[src/rtl/sound_mailbox.sv]
// -----------------------------------------------------------------------------
// sound_mailbox
//
// Main-CPU (68010) side of the mailbox between the 68k and the I/O / sound
// 6502. It holds one command byte going to the 6502 and one response byte
// coming back. A new command pulses SNDNMI_b to wake the 6502. A new response
// raises the 68k interrupt. The block also produces the timed SNDRST_b pulse,
// both at power-on and on request from the 68k.
//
// Parameters
//   NMI_CYCLES    width of the SNDNMI_b low pulse, in clk cycles (>= 1)
//   RST_CYCLES    width of the SNDRST_b low pulse, in clk cycles (>= 1)
//
// Ports
//   clk            single clock; every strobe is sampled on its rising edge
//   reset          asynchronous, active-high reset
//   m_din          68k write data (command byte)
//   m_cmd_wr_b     68k command-latch write strobe, active low
//   m_resp_rd_b    68k response-latch read strobe, active low
//   m_stat_rd_b    68k status read strobe, active low
//   m_sndrst_wr_b  68k sound-reset request strobe, active low
//   m_dout         registered 68k read data
//   m_irq_b        68k interrupt, active low; low while a response is pending
//   SDout          6502 write data (response byte)
//   WR68k_b        6502 response-latch write strobe, active low
//   RD68k_b        6502 command-latch read strobe, active low
//   SDin_o         command latch value driven toward the 6502 bus
//   SDin_en        tristate enable for SDin; high while RD68k_b is low and the
//                  sound board is out of reset
//   SNDNMI_b       6502 NMI, active low
//   SNDRST_b       6502 / sound-board reset, active low
//   cmd_full       command latch holds a command the 6502 has not yet read
// -----------------------------------------------------------------------------
module sound_mailbox #(
    parameter int NMI_CYCLES = 4,
    parameter int RST_CYCLES = 16
) (
    input  logic       clk,
    input  logic       reset,
    input  logic [7:0] m_din,
    input  logic       m_cmd_wr_b,
    input  logic       m_resp_rd_b,
    input  logic       m_stat_rd_b,
    input  logic       m_sndrst_wr_b,
    output logic [7:0] m_dout,
    output logic       m_irq_b,
    input  logic [7:0] SDout,
    input  logic       WR68k_b,
    input  logic       RD68k_b,
    output logic [7:0] SDin_o,
    output logic       SDin_en,
    output logic       SNDNMI_b,
    output logic       SNDRST_b,
    output logic       cmd_full
);

    localparam int NMI_W = $clog2(NMI_CYCLES + 1);
    localparam int RST_W = $clog2(RST_CYCLES + 1);

    localparam logic [NMI_W-1:0] NMI_LOAD = NMI_W'(NMI_CYCLES);
    localparam logic [RST_W-1:0] RST_LOAD = RST_W'(RST_CYCLES);
    localparam logic [NMI_W-1:0] NMI_ONE  = NMI_W'(1);
    localparam logic [RST_W-1:0] RST_ONE  = RST_W'(1);

    // Strobe bundle, one bit per active-low strobe.
    localparam int N_STB    = 6;
    localparam int S_CMD_WR = 0;
    localparam int S_RESP_RD = 1;
    localparam int S_STAT_RD = 2;
    localparam int S_SNDRST = 3;
    localparam int S_WR68K  = 4;
    localparam int S_RD68K  = 5;

    logic [N_STB-1:0] stb_b;
    logic [N_STB-1:0] stb_hist_reg;
    logic [N_STB-1:0] stb_evt;

    assign stb_b = {RD68k_b, WR68k_b, m_sndrst_wr_b, m_stat_rd_b, m_resp_rd_b, m_cmd_wr_b};

    // History of each strobe as sampled at the previous edge. It resets to 1
    // so that a strobe already low when reset is released still gives an event.
    always_ff @(posedge clk or posedge reset) begin
        if (reset) begin
            stb_hist_reg <= '1;
        end else begin
            stb_hist_reg <= stb_b;
        end
    end

    // An event is the first edge at which a strobe samples low after it sampled
    // high, so a strobe held low produces exactly one event.
    genvar gi;
    generate
        for (gi = 0; gi < N_STB; gi++) begin : g_evt
            assign stb_evt[gi] = stb_hist_reg[gi] & ~stb_b[gi];
        end
    endgenerate

    // ------------------------------------------------------------------
    // State
    // ------------------------------------------------------------------
    logic [7:0]       cmd_lat_reg,   cmd_lat_next;
    logic [7:0]       resp_lat_reg,  resp_lat_next;
    logic             cmd_full_reg,  cmd_full_next;
    logic             resp_full_reg, resp_full_next;
    logic             overrun_reg,   overrun_next;
    logic [NMI_W-1:0] nmi_cnt_reg,   nmi_cnt_next;
    logic [RST_W-1:0] rst_cnt_reg,   rst_cnt_next;
    logic [7:0]       m_dout_reg,    m_dout_next;

    logic in_snd_rst;
    logic cmd_rd_ok;
    logic resp_wr_ok;

    // The sound board is held in reset for as long as the reset counter runs.
    assign in_snd_rst = (rst_cnt_reg != '0);

    // 6502-side events are meaningless while the 6502 is held in reset.
    assign cmd_rd_ok  = stb_evt[S_RD68K] & ~in_snd_rst;
    assign resp_wr_ok = stb_evt[S_WR68K] & ~in_snd_rst;

    always_comb begin
        cmd_lat_next   = cmd_lat_reg;
        resp_lat_next  = resp_lat_reg;
        cmd_full_next  = cmd_full_reg;
        resp_full_next = resp_full_reg;
        overrun_next   = overrun_reg;
        m_dout_next    = 8'h00;

        // Both pulse counters count down to zero and stop there.
        nmi_cnt_next = (nmi_cnt_reg != '0) ? (nmi_cnt_reg - NMI_ONE) : '0;
        rst_cnt_next = (rst_cnt_reg != '0) ? (rst_cnt_reg - RST_ONE) : '0;

        // Read data is captured from the pre-edge state, so a status read sees
        // overrun before the same event clears it, and a response read sees the
        // old response byte even if the 6502 overwrites it on this edge.
        if (!m_resp_rd_b) begin
            m_dout_next = resp_lat_reg;
        end else if (!m_stat_rd_b) begin
            m_dout_next = {5'b0, overrun_reg, cmd_full_reg, resp_full_reg};
        end

        // Clears are applied first so that a coincident write wins.
        if (cmd_rd_ok) begin
            cmd_full_next = 1'b0;
        end
        if (stb_evt[S_STAT_RD]) begin
            overrun_next = 1'b0;
        end
        if (stb_evt[S_RESP_RD]) begin
            resp_full_next = 1'b0;
        end

        // The 68k can still queue a command while the sound board is in reset;
        // it just does not get an NMI for it.
        if (stb_evt[S_CMD_WR]) begin
            cmd_lat_next  = m_din;
            cmd_full_next = 1'b1;
            if (cmd_full_reg) begin
                overrun_next = 1'b1;
            end
            if (!in_snd_rst) begin
                nmi_cnt_next = NMI_LOAD;
            end
        end

        if (resp_wr_ok) begin
            resp_lat_next  = SDout;
            resp_full_next = 1'b1;
        end

        // A sound-reset request restarts the reset pulse and discards any
        // handshake state so both sides start from an empty mailbox.
        if (stb_evt[S_SNDRST]) begin
            rst_cnt_next   = RST_LOAD;
            cmd_full_next  = 1'b0;
            resp_full_next = 1'b0;
            overrun_next   = 1'b0;
            nmi_cnt_next   = '0;
        end
    end

    always_ff @(posedge clk or posedge reset) begin
        if (reset) begin
            cmd_lat_reg   <= 8'h00;
            resp_lat_reg  <= 8'h00;
            cmd_full_reg  <= 1'b0;
            resp_full_reg <= 1'b0;
            overrun_reg   <= 1'b0;
            nmi_cnt_reg   <= '0;
            // Power-on: the sound CPU is held in reset for RST_CYCLES edges
            // after release.
            rst_cnt_reg   <= RST_LOAD;
            m_dout_reg    <= 8'h00;
        end else begin
            cmd_lat_reg   <= cmd_lat_next;
            resp_lat_reg  <= resp_lat_next;
            cmd_full_reg  <= cmd_full_next;
            resp_full_reg <= resp_full_next;
            overrun_reg   <= overrun_next;
            nmi_cnt_reg   <= nmi_cnt_next;
            rst_cnt_reg   <= rst_cnt_next;
            m_dout_reg    <= m_dout_next;
        end
    end

    // ------------------------------------------------------------------
    // Outputs
    // ------------------------------------------------------------------
    assign m_dout   = m_dout_reg;
    assign m_irq_b  = ~resp_full_reg;
    assign cmd_full = cmd_full_reg;
    assign SDin_o   = cmd_lat_reg;
    assign SDin_en  = ~RD68k_b & ~in_snd_rst;
    // The NMI counter is already zero during reset; the gate keeps the NMI
    // line quiet regardless.
    assign SNDNMI_b = (nmi_cnt_reg == '0) | in_snd_rst;
    assign SNDRST_b = ~in_snd_rst;

endmodule

[config.mk]
export PLATFORM = sky130hd
export DESIGN_NAME = sound_mailbox
export DESIGN_NICKNAME = d
export VERILOG_FILES = /design/src/rtl/sound_mailbox.sv
export SDC_FILE = /design/constraint.sdc
export NUM_CORES = 1
export LEC_CHECK = 0
export CORE_ASPECT_RATIO = 0.9
export CORE_MARGIN = 4
export CORE_UTILIZATION = 54
export CTS_CLUSTER_DIAMETER = 100
export DETAILED_ROUTE_END_ITERATION = 6
export DONT_BUFFER_PORTS = 1
export GPL_ROUTABILITY_DRIVEN = 0
export PLACE_DENSITY = 0.77
export RECOVER_POWER = 100
export SYNTH_ARGS = -nofsm -noshare
export SYNTH_HDL_FRONTEND = slang
export SYNTH_SLANG_ARGS = --single-unit
[constraint.sdc]
create_clock -name clk -period 1.4 [get_ports clk]
set_input_delay 0.07 -clock clk [delete_from_list [all_inputs] [get_ports clk]]
set_output_delay 0.07 -clock clk [all_outputs]
set_load 0.01 [all_outputs]
Yosys cells after proc, flatten, opt, wreduce, memory -nomap -nowiden
Index checks and enable logic that the tools add are counted.
Widths: inputs -> output; s select.
Storage, ports and cells
  bits in registers: 41
  bits of input ports: 24
  output and inout port bits: 21
  word-level logic and storage cells: 52
Cells by class
  add/sub/neg operators: 2
  multiplexer cells: 18
  bitwise gates (word level): 18
  reductions and logical operators: 5
Operators with widths (number)
  $mux 3: 5
  $mux 1: 10
  $mux 5: 2
  $and 1x1->1: 9
  $reduce_bool 3->1: 3
  $mux 8: 1
  $not 1->1: 8
  $reduce_bool 5->1: 1
  $sub 5x1->5 const B: 1
  $logic_not 3->1: 1
  $sub 3x1->3 const B: 1
  $or 1x1->1: 1

Logic depth before layout (Yosys ltp)
Gate-level depths: netlist of the first run.
  word-level depth: 6
  depth in mapped cells: 6
  gate-level depth less buffers: 6

Worst setup path after synthesis of the first run
No wires, ideal clock.
  path type: flip-flop to flip-flop
  start point: register rst_cnt_reg[0]
  end point: register cmd_full_reg (netlist: cmd_full)
  library setup time: 134 ps
  data arrival time: 1420 ps
  required time: 1266 ps
  setup slack: -154 ps
  cell stages (with the launch flop): 6
  buffers on the path: 0
  period minus slack after synthesis: 1554 ps
  cell sequence: dfrtp_1 -> inv_1 -> ha_1 -> or4b_4 -> nor2_1 -> a21oi_1
Between the ends
  word-level cells in the longest chain between the ends: 4
RTL lines
  start: declaration: line 108  | logic [RST_W-1:0] rst_cnt_reg, rst_cnt_next;
  start signal: assignment: line 202  | rst_cnt_reg <= rst_cnt_next;
  $reduce_bool 5->1: line 116  | assign in_snd_rst = (rst_cnt_reg != '0);
  $not 1->1: line 119  | assign cmd_rd_ok = stb_evt[S_RD68K] & ~in_snd_rst;
  $and 1x1->1: line 119
  $reduce_bool 3->1 (no line)
  end signal: assignment: line 198  | cmd_full_reg <= cmd_full_next;
  end: declaration: line 104  | logic cmd_full_reg, cmd_full_next;
No other way between the ends.
A chain may end at the register's enable or synchronous reset.

Worst setup path in the final report of the first run
  start point: register rst_cnt_reg[1]
  end point: output port SDin_en
Between the ends
  word-level cells in the longest chain between the ends: 3
RTL lines
  $reduce_bool 5->1: line 116
  $not 1->1: line 214  | assign SDin_en = ~RD68k_b & ~in_snd_rst;
  $and 1x1->1: line 214
  end: declaration: line 51  | output logic SDin_en,
No other way between the ends.

==> impl_metrics.toml, run 1 <==
[floorplanning]
fp.dieW_um = 64.68
die_y_um = 59.02
start_util_pct = 56.83
std_cell_rows = 18
num_io_pins = 45
core_um2 = 2748
die-area_um2 = 3817

[drt]
drc_errors = 0
route.detailed.wl_per_inst_um = 15.49
postRouteWirelength_um = 3097
vias = 999
drt_iter0_drc = 42
firstDrtPassIters = 4
ant_nets = 0
viasPerCell = 4.995

[power]
power.share.clock_pct = 21.8
p_switching_mw = 0.9367
power_frac_seq_pct = 53.1
ir_worst_vdd_uv = 1286
total_power_mw = 3.286
leakagePower_nw = 0.9368
power.internal_mw = 2.349
power.share.combinational_pct = 25.0
p_sw_share_pct = 28.51
p_per_area_nw_per_um2 = 1576

[clock_tree]
htree_levels = 2
cts_tree = "yes"
clockBufferDepth = 2
cts_buffers = 5
path_clk_slew_ns = 0.11
worstSkewPairLatency_ns = 0.33
cts_sinks = 41
cts-root-buf = "clkbuf_4"

[timing]
period_needed_ns = 1.736
max_slew_margin_pct = 48.05
fin_crit_sh_pct = 124.0
rsz0062_at_grt = "true"
slew_violations = 0
skew_ns = 0.01160
fmax_ghz = 0.5761
finalSetupTns_ns = -2.032
finalSetupViolCount = 19
setup_slack_ns = -0.3357
whs_ns = 0.05592
hold_viol_final = 0
tightestPinTransition_ns = 0.7793

[setup_path]
cp.buffers_inverters = 2
cp-end-kind = "output port"
worstPathCellList = "inv_2 > ha_4 > or4b_4 > nor2_4 > buf_6"
max_stage_delay_ns = 0.51
cp_top_family = "simple AND/OR/NAND/NOR gates"
required_ns = 1.33
crit_type = "register to output port"
cp-start-kind = "register"
cpMaxStageDelayCell = "or4b_4"
cp_max_fo = 3
arrival_ns = 1.67

[run]
max_cap_viol_count = 0

[layout]
fill_cells = 178
final_util_pct = 75.87
register_area_um2 = 1035
flow.area_growth_from_synthesis_pct = 33.49
finalNetCount = 185
multiInputGateArea_um2 = 524.3
diodes = 0
drive_gt1_share_pct = 35.63

[synth]
yosys.cell_types.count = 25
yosys_register_bits = 41
syn_area_um2 = 1561
synth_cells = 119
synth_fp_nets = 144
yosysSeqAreaShare_pct = 66.27
yosys_warnings = 0
synth.avg_cell_area_um2 = 13.12

[place]
io_buffers = 0
place_hpwl_um = 1925

[global_route]
grt_pass1_wl_um = 4926
grt_max_degree = 27
grtUsageTotal_pct = 17.75
antenna_found_initial = 0
grt_pass1_vias = 1059
grt-ovfl-total = 0

[outcome]
violations = "setup timing"
status = "finished with violations"

[hold_path]
hp-class = "input pin to register"
worst min-delay path: stages:
cell	delay, ns
nand2b_1	0.15
o21ai_0	0.09
a21oi_1	0.05
layout by cell type, fill, tap and decap left out, types with 2 or more instances in the layout:
| cell type | count |
|---|---|
| and2b_2 | 2 |
| dlygate4sd3_1 | 23 |
| dfrtp_1 | 34 |
| nor2b_1 | 7 |
| clkbuf_2 | 2 |
| inv_1 | 7 |
| xnor2_1 | 2 |
| o21ai_0 | 6 |
| a21oi_1 | 3 |
| nor2_1 | 7 |
| a21oi_2 | 2 |
| buf_4 | 5 |
| clkbuf_4 | 5 |
| nand2_1 | 8 |
| mux2_2 | 15 |
| inv_2 | 2 |
| buf_6 | 3 |
| dfstp_2 | 7 |
cells in the mapped netlist, drive strengths merged:
master	count	area share (%)
mux2	16	12
nor3	2	0.64
xnor2	2	1.1
dfstp	7	12
nand2b	1	0.40
o31ai	1	0.48
and2b	2	1.1
nor2	9	2.2
dfrtp	34	54
clkinv	1	0.32
clkbuf	1	0.24
o21ai	6	1.9
inv	9	2.2
ha	1	0.80
or4b	1	0.88
a21o	2	1.0
nand2	9	2.3
nand4	1	0.80
o22ai	1	0.40
a21oi	5	1.8
nor2b	7	2.8
buf	1	0.72
final timing paths:
check	start	to	slack [ns]	cells after the start
setup reg to reg	rst_cnt_reg[1]	cmd_full	-0.18	7
hold / removal	m_sndrst_wr_b	cmd_full	0.06	3
max in group asynchronous	reset	rst_cnt_reg[0]	0.50	3
min in group asynchronous	reset	SDin_o[5]	0.35	3
setup / recovery	rst_cnt_reg[1]	SDin_en	-0.34	5
hold reg to reg	resp_lat_reg[5]	m_dout[5]	0.51	1
routing by layer:
layer	track usage (%)	vias to the layer above	wire [µm]
met5	0	-	0
met4	4.518	0	20
met3	7.780	4	144
met2	32.94	25	1656
met1	18.50	493	1276
li1	-	477	-
logic make-up (layout without fill, tap and decap cells):
logic type	Yosys count	after routing	share of synthesized area [%]
buffers and inverters	12	53	3.445
AOI/OAI and AO/OA	15	15	5.690
xor gates and xnor gates	2	2	1.122
DFF	41	41	66.27
adders and majority gates	1	1	0.8012
muxes	16	16	11.54
and+or+nand+nor	32	32	11.14
metrics by stage:
step | worst slack (ns) | instance area (µm²) | cells
after floorplan | -0.04196 | 1585 | 119
after global placement | -0.002180 | 1693 | 165
after detailed placement | -0.04883 | 1693 | 165
after CTS | -0.3778 | 2048 | 197
after global routing | -0.4004 | 2085 | 200
final | -0.3357 | 2085 | 200
power groups by stage:
stage	clock, mW	sequential (mW)	combinational, mW
2_1_floorplan	0	1.71	0.534
3_3_place_gp	0	1.74	0.637
3_5_place_dp	0	1.75	0.683
4_1_cts	0.740	1.73	0.813
5_1_grt	0.781	1.78	0.913
6_report	0.717	1.75	0.823
cell type report:
cell class / instances / area share (%)
Sequential cell: 41 / 49.64
Clock inverter: 2 / 1.681
Clock buffer: 5 / 1.801
Tap cell: 40 / 2.401
Multi-Input combinational cell: 66 / 25.15
Inverter: 10 / 2.041
Timing Repair Buffer: 36 / 17.29
timing repair:
action | 4_1_cts | 5_1_grt
gates resized for setup | 8 | 3
pin swaps | 3 | 3
hold endpoints to repair | 74 | 1
hold buffers | 22 | 1
endpoints found under the setup margin | 11 | 19
setup buffers | 3 | 2
gates cloned | 0 | 1
Power figures use the tool's default switching activity.
==> run 2: changes to the inputs <==
--- a/config.mk
+++ b/config.mk
@@ -12,7 +12,7 @@
 export DETAILED_ROUTE_END_ITERATION = 6
 export DONT_BUFFER_PORTS = 1
 export GPL_ROUTABILITY_DRIVEN = 0
-export PLACE_DENSITY = 0.77
+export PLACE_DENSITY = 0.76
 export RECOVER_POWER = 100
 export SYNTH_ARGS = -nofsm -noshare
 export SYNTH_HDL_FRONTEND = slang
==> run 2 against run 1 <==
The flow still finishes with violations (setup timing). Flip-flop and latch count is the same. Highest routed layer unchanged. Clock skew hardly changed. Sequential share of layout area decreased by 0.79 points. Largest power group unchanged. Routed wire length up 8.0%. Clock power increased by 2%. First-iteration DRC count rose by 33%. Register-to-register slack got worse by 0.05 ns. Via count is 4.9% higher. Global-route usage increased by 0.91 points. Setup slack lost 0.047 ns. Non-clock buffer count is 2 higher.
==> impl_metrics.toml, run 2 (same netlist as run 1, synthesis figures left out) <==
[outcome]
status = "finished with violations"
violations = "setup timing"

[place]
io_buffers = 0
place_area_um2 = 1693
pre_cts_slack_ns = -0.07576
dp.cells = 165
place_hpwl_um = 1991

[drt]
dr_wl_met2_um = 1828
met1_length_um = 1287
ant_nets = 0
firstDrtPassIters = 4
wl_met3_um = 203
vias = 1048
postRouteWirelength_um = 3346
top_layer = "met4"
drc_errors = 0
route.detailed.wl_per_inst_um = 16.56
viasPerCell = 5.188
drt_iter0_drc = 56

[global_route]
grt_pass1_wl_um = 5195
grt_pass1_vias = 1153
grt_max_degree = 28
grt-ovfl-total = 0
antenna_found_initial = 0
grtUsageTotal_pct = 18.66

[setup_path]
required_ns = 1.33
cp-start-kind = "register"
arrival_ns = 1.71
cp-end-kind = "output port"
cp_max_fo = 3
crit_type = "register to output port"
ff2ff_path_depth = 7

[timing]
tightestPinTransition_ns = 0.7311
setup_slack_ns = -0.3827
finalSetupTns_ns = -2.183
max_slew_margin_pct = 51.26
slew_violations = 0
period_needed_ns = 1.783
hold_viol_final = 0
rsz0062_at_grt = "true"
fin_crit_sh_pct = 127.3
finalSetupViolCount = 18
fmax_ghz = 0.5609
skew_ns = 0.01176

[clock_tree]
cts_sinks = 41
cts_tree = "yes"
htree_levels = 2
worstSkewPairLatency_ns = 0.35
cts-root-buf = "clkbuf_4"
clockBufferDepth = 2
cts_buffers = 5
path_clk_slew_ns = 0.11

[power]
leakagePower_nw = 0.9497
ir_worst_vdd_uv = 1009
p_per_area_nw_per_um2 = 1612
total_power_mw = 3.414

[run]
max_cap_viol_count = 0

[layout]
final_cell_mix = "34 x dfrtp_1, 23 x dlygate4sd3_1, 15 x mux2_2, 8 x nand2_1"
flow.area_growth_from_synthesis_pct = 35.66
finalNetCount = 187
diodes = 0
fill_cells = 169
drive_gt1_share_pct = 37.04
design_area_um2 = 2118
fin_cells = 202
mostFrequentLayoutCell = "dfrtp_1"

[floorplanning]
die-area_um2 = 3817
core_um2 = 2748
die_y_um = 59.02
fp.dieW_um = 64.68
std_cell_rows = 18
num_io_pins = 45
start_util_pct = 56.83

[hold_path]
hp-class = "input pin to register"
holdPathStages = 3
run 2: cell count changes in the layout (fill, tap and decap cells not counted):
cell and delta:
buf_4 +2, mux2_1 -1, nand4_2 -1, buf_6 +1
nand4_4 +1, clkbuf_2 -1, mux2_4 +1
run 2: final timing paths:
path                                   end  slack (ns)       startpoint
max                                SDin_en       -0.38   rst_cnt_reg[0]
min                               cmd_full        0.02    m_sndrst_wr_b
max reg2reg                       cmd_full       -0.23   rst_cnt_reg[0]
min reg2reg                resp_lat_reg[6]        0.51  resp_lat_reg[6]
max in group asynchronous   rst_cnt_reg[0]        0.58            reset
min in group asynchronous        m_dout[6]        0.33            reset
run 2: where the power goes:
part	total (mW)	switching (mW)	internal (mW)
Clock	0.734	0.370	0.364
Combinational	0.930	0.401	0.529
Sequential	1.75	0.247	1.50
Total	3.41	1.02	2.40
run 2: worst max-delay path, cell delays in order, from the launching register on:
cell     delay [ns]
dfrtp_1        0.42
inv_2          0.08
ha_4           0.12
or4b_4         0.51
nor2_4         0.13
buf_6          0.11
run 2: layout make-up:
| class | count | area [µm²] | share of cell area [%] |
|---|---|---|---|
| Clock inverter | 2 | 35.03 | 1.654 |
| Sequential cell | 41 | 1035 | 48.85 |
| Multi-Input combinational cell | 66 | 536.8 | 25.34 |
| Timing Repair Buffer | 38 | 381.6 | 18.02 |
| Tap cell | 40 | 50.05 | 2.363 |
| Inverter | 10 | 42.54 | 2.008 |
| Clock buffer | 5 | 37.54 | 1.772 |
run 2: timing repair:
| action | CTS | global route |
|---|---|---|
| gates resized for setup | 8 | 4 |
| pin swaps | 3 | 3 |
| cloned | 0 | 1 |
| buffers inserted | 5 | 2 |
| endpoints found under the hold margin | 74 | 1 |
| hold buffers | 22 | 1 |
| setup endpoints to repair | 11 | 19 |
run 2: per-layer routing:
layer	global-route usage [%]	vias to the layer above
li1	-	481
met1	19.77	531
met2	34.12	31
met3	5.882	5
met4	8.735	0
met5	0	-
run 2: through the flow:
step,util [%],hold WS (ns)
3_3_place_gp,61.61,-0.008503
6_report,77.09,0.02461
4_1_cts,75.09,-0.2970
5_1_grt,77.09,0.03920
3_5_place_dp,61.61,-0.002407
2_1_floorplan,-,0.07448
==> run 3: changes to the inputs <==
--- a/config.mk
+++ b/config.mk
@@ -5,15 +5,17 @@
 export SDC_FILE = /design/constraint.sdc
 export NUM_CORES = 1
 export LEC_CHECK = 0
+export ABC_AREA = 1
 export CORE_ASPECT_RATIO = 0.9
 export CORE_MARGIN = 4
-export CORE_UTILIZATION = 54
+export CORE_UTILIZATION = 55
 export CTS_CLUSTER_DIAMETER = 100
 export DETAILED_ROUTE_END_ITERATION = 6
 export DONT_BUFFER_PORTS = 1
 export GPL_ROUTABILITY_DRIVEN = 0
-export PLACE_DENSITY = 0.76
+export PLACE_DENSITY = 0.77
 export RECOVER_POWER = 100
+export SKIP_LAST_GASP = 1
 export SYNTH_ARGS = -nofsm -noshare
 export SYNTH_HDL_FRONTEND = slang
 export SYNTH_SLANG_ARGS = --single-unit
==> run 3 against run 2 <==
The flow still finishes with violations (setup timing). Clock skew shrank 0.0020 ns. Via count grew 26%. Global-route usage grew 3.3 points. Synthesized cell count grew 46%. Area after synthesis grew 3.8%. Critical path type unchanged.
==> impl_metrics.toml, run 3 <==
[outcome]
status = "finished with violations"
violations = "setup timing"

[layout]
drive_gt1_share_pct = 16.90
fin_cells = 253
diodes = 0
flow.area_growth_from_synthesis_pct = 28.47
final_util_pct = 74.60
fill_cells = 186
design_area_um2 = 2083
finalNetCount = 238
final_cell_mix = "56 x nand2_1, 34 x dfrtp_1, 24 x inv_1, 23 x dlygate4sd3_1, 15 x nor2_1"
mostFrequentLayoutCell = "nand2_1"

[place]
place_hpwl_um = 2263
place_area_um2 = 1689
pre_cts_slack_ns = 0.06234
dp.cells = 216
io_buffers = 0

[floorplanning]
die_y_um = 59.51
die-area_um2 = 3882
core_um2 = 2793
fp.dieW_um = 65.24
num_io_pins = 45
start_util_pct = 58.06
std_cell_rows = 18

[setup_path]
cpMaxStageDelayCell = "dfrtp_1"
cp-end-kind = "output port"
cp_max_fo = 3
cp.buffers_inverters = 3
max_stage_delay_ns = 0.42
critPathLaunch = "rst_cnt_reg[1]"
worstPathCellList = "inv_2 > ha_4 > nand2_4 > nor2_4 > buf_6 > buf_4"
timing.rr.start = "rst_cnt_reg[1]"
crit_type = "register to output port"
reg2reg_slack_ns = -0.03
cp-start-kind = "register"
ff2ff_path_depth = 9
cp_top_family = "flip-flops"
rr_endpoint = "resp_lat_reg[5]"
required_ns = 1.33
arrival_ns = 1.39
crit_cells = 6
endpoint = "SNDRST_b"

[synth]
yosys.cell_types.count = 19
synth_cells = 174
synthMuxAreaShare_pct = 0
synthSimpleGateAreaFrac_pct = 24.61
yosysSeqAreaShare_pct = 63.81
yosysTopAreaCellShare_pct = 52.47
synth_compound_area_share_pct = 2.469
yosys_warnings = 0
synthArstFlopShare_pct = 100.0
synth_top_family_by_area = "simple AND/OR/NAND/NOR gates"
yosys.area_share.xor_xnor_pct = 1.080
synth-edff-count = 0
yosysTopAreaCell = "dfrtp_1"
synth.top_cells.by_area = "dfrtp_1 52%, nand2_1 13%, dfstp_2 11%"
yosysMostFrequentCell = "nand2_1"
yosys_most_used_dff = "dfrtp_1"
synthTopCellsByCount = "57 x nand2_1, 34 x dfrtp_1, 26 x inv_1"
synthAdderAreaFrac_pct = 0.7716
syn_area_um2 = 1622
synth.avg_cell_area_um2 = 9.319
synth_fp_nets = 199
yosys_register_bits = 41

[drt]
top_layer = "met4"
postRouteWirelength_um = 3863
vias = 1320
ant_nets = 0
wl_met3_um = 249
drc_errors = 0
firstDrtPassIters = 5
dr_wl_met2_um = 2068
route.detailed.wl_per_inst_um = 15.27
met1_length_um = 1393
drt_iter0_drc = 128
viasPerCell = 5.217

[timing]
rsz0062_at_grt = "true"
finalSetupTns_ns = -0.1120
fin_crit_sh_pct = 104.1
finalSetupViolCount = 3
skew_ns = 0.009808
slew_violations = 0
max_slew_margin_pct = 36.61
period_needed_ns = 1.458
tightestPinTransition_ns = 0.9509
setup_slack_ns = -0.05796
whs_ns = 0.01795
fmax_ghz = 0.6859
hold_viol_final = 0

[clock_tree]
clockBufferDepth = 2
path_clk_slew_ns = 0.11
cts_tree = "yes"
cts_sinks = 41
cts_buffers = 5
cts-root-buf = "clkbuf_4"
worstSkewPairLatency_ns = 0.35
htree_levels = 2

[global_route]
grt_max_degree = 42
grt-ovfl-total = 0
grtUsageTotal_pct = 22.01
antenna_found_initial = 0
grt_pass1_vias = 1377
grt_pass1_wl_um = 6272

[run]
max_cap_viol_count = 0

[hold_path]
min_from = "WR68k_b"
hp-class = "input pin to register"

[power]
ir_worst_vdd_uv = 959.3
total_power_mw = 3.377
p_per_area_nw_per_um2 = 1621
leakagePower_nw = 1.094
run 3: logic make-up after synthesis:
| group | after synthesis |
|---|---|
| AND/OR/NAND/NOR | 93 |
| flip-flops | 41 |
| adder cells (fa/ha/maj) | 1 |
| buffers and inverters | 29 |
| AO/OA/AOI/OAI | 8 |
| XOR/XNOR | 2 |
run 3: metal layers:
layer  vias up  GRT usage, %
met5         -             0
met4         0         11.83
met3        18         6.072
li1        608             -
met2        54         39.11
met1       640         23.99
run 3: power by group:
group	switching, mW	leakage, nW	internal [mW]	total, mW
sequential	0.231	0.515	1.47	1.70
clock	0.356	0.0410	0.364	0.719
combinational	0.521	0.538	0.437	0.958
total	1.11	1.09	2.27	3.38
run 3: layout make-up:
class / count / area [µm²] / share of cell area [%]
multi-input cells: 104 / 506.7 / 24.32
clock inverters: 2 / 35.03 / 1.682
clock buffers: 5 / 37.54 / 1.802
repair buffers: 35 / 321.6 / 15.44
inverters: 26 / 97.59 / 4.685
well taps: 40 / 50.05 / 2.402
flip-flops and latches: 41 / 1035 / 49.67
run 3: how the worst min path moves through the flow:
stage | to | cells after the start | slack [ns]
after global placement | stb_hist_reg[3] | 0 | 0.07
after detailed placement | stb_hist_reg[3] | 0 | 0.07
after global routing | resp_full_reg | 3 | 0.01
after CTS | resp_full_reg | 3 | 0.02
after floorplan | stb_hist_reg[0] | 0 | 0.07
final | resp_full_reg | 3 | 0.02
run 3: worst reg2reg max path: stages, from the launching register on:
cell	delay (ns)
dfrtp_1	0.42
inv_2	0.08
ha_4	0.15
nand2_4	0.06
nor2_4	0.10
buf_6	0.12
buf_4	0.10
buf_4	0.14
nand3_1	0.12
nand2_1	0.08
run 3: timing repair:
action	4_1_cts	5_1_grt
setup endpoints to repair	3	3
pin swaps	1	0
hold buffers	23	0
buffers inserted	3	4
gates resized for setup	8	3
hold endpoints to repair	69	0
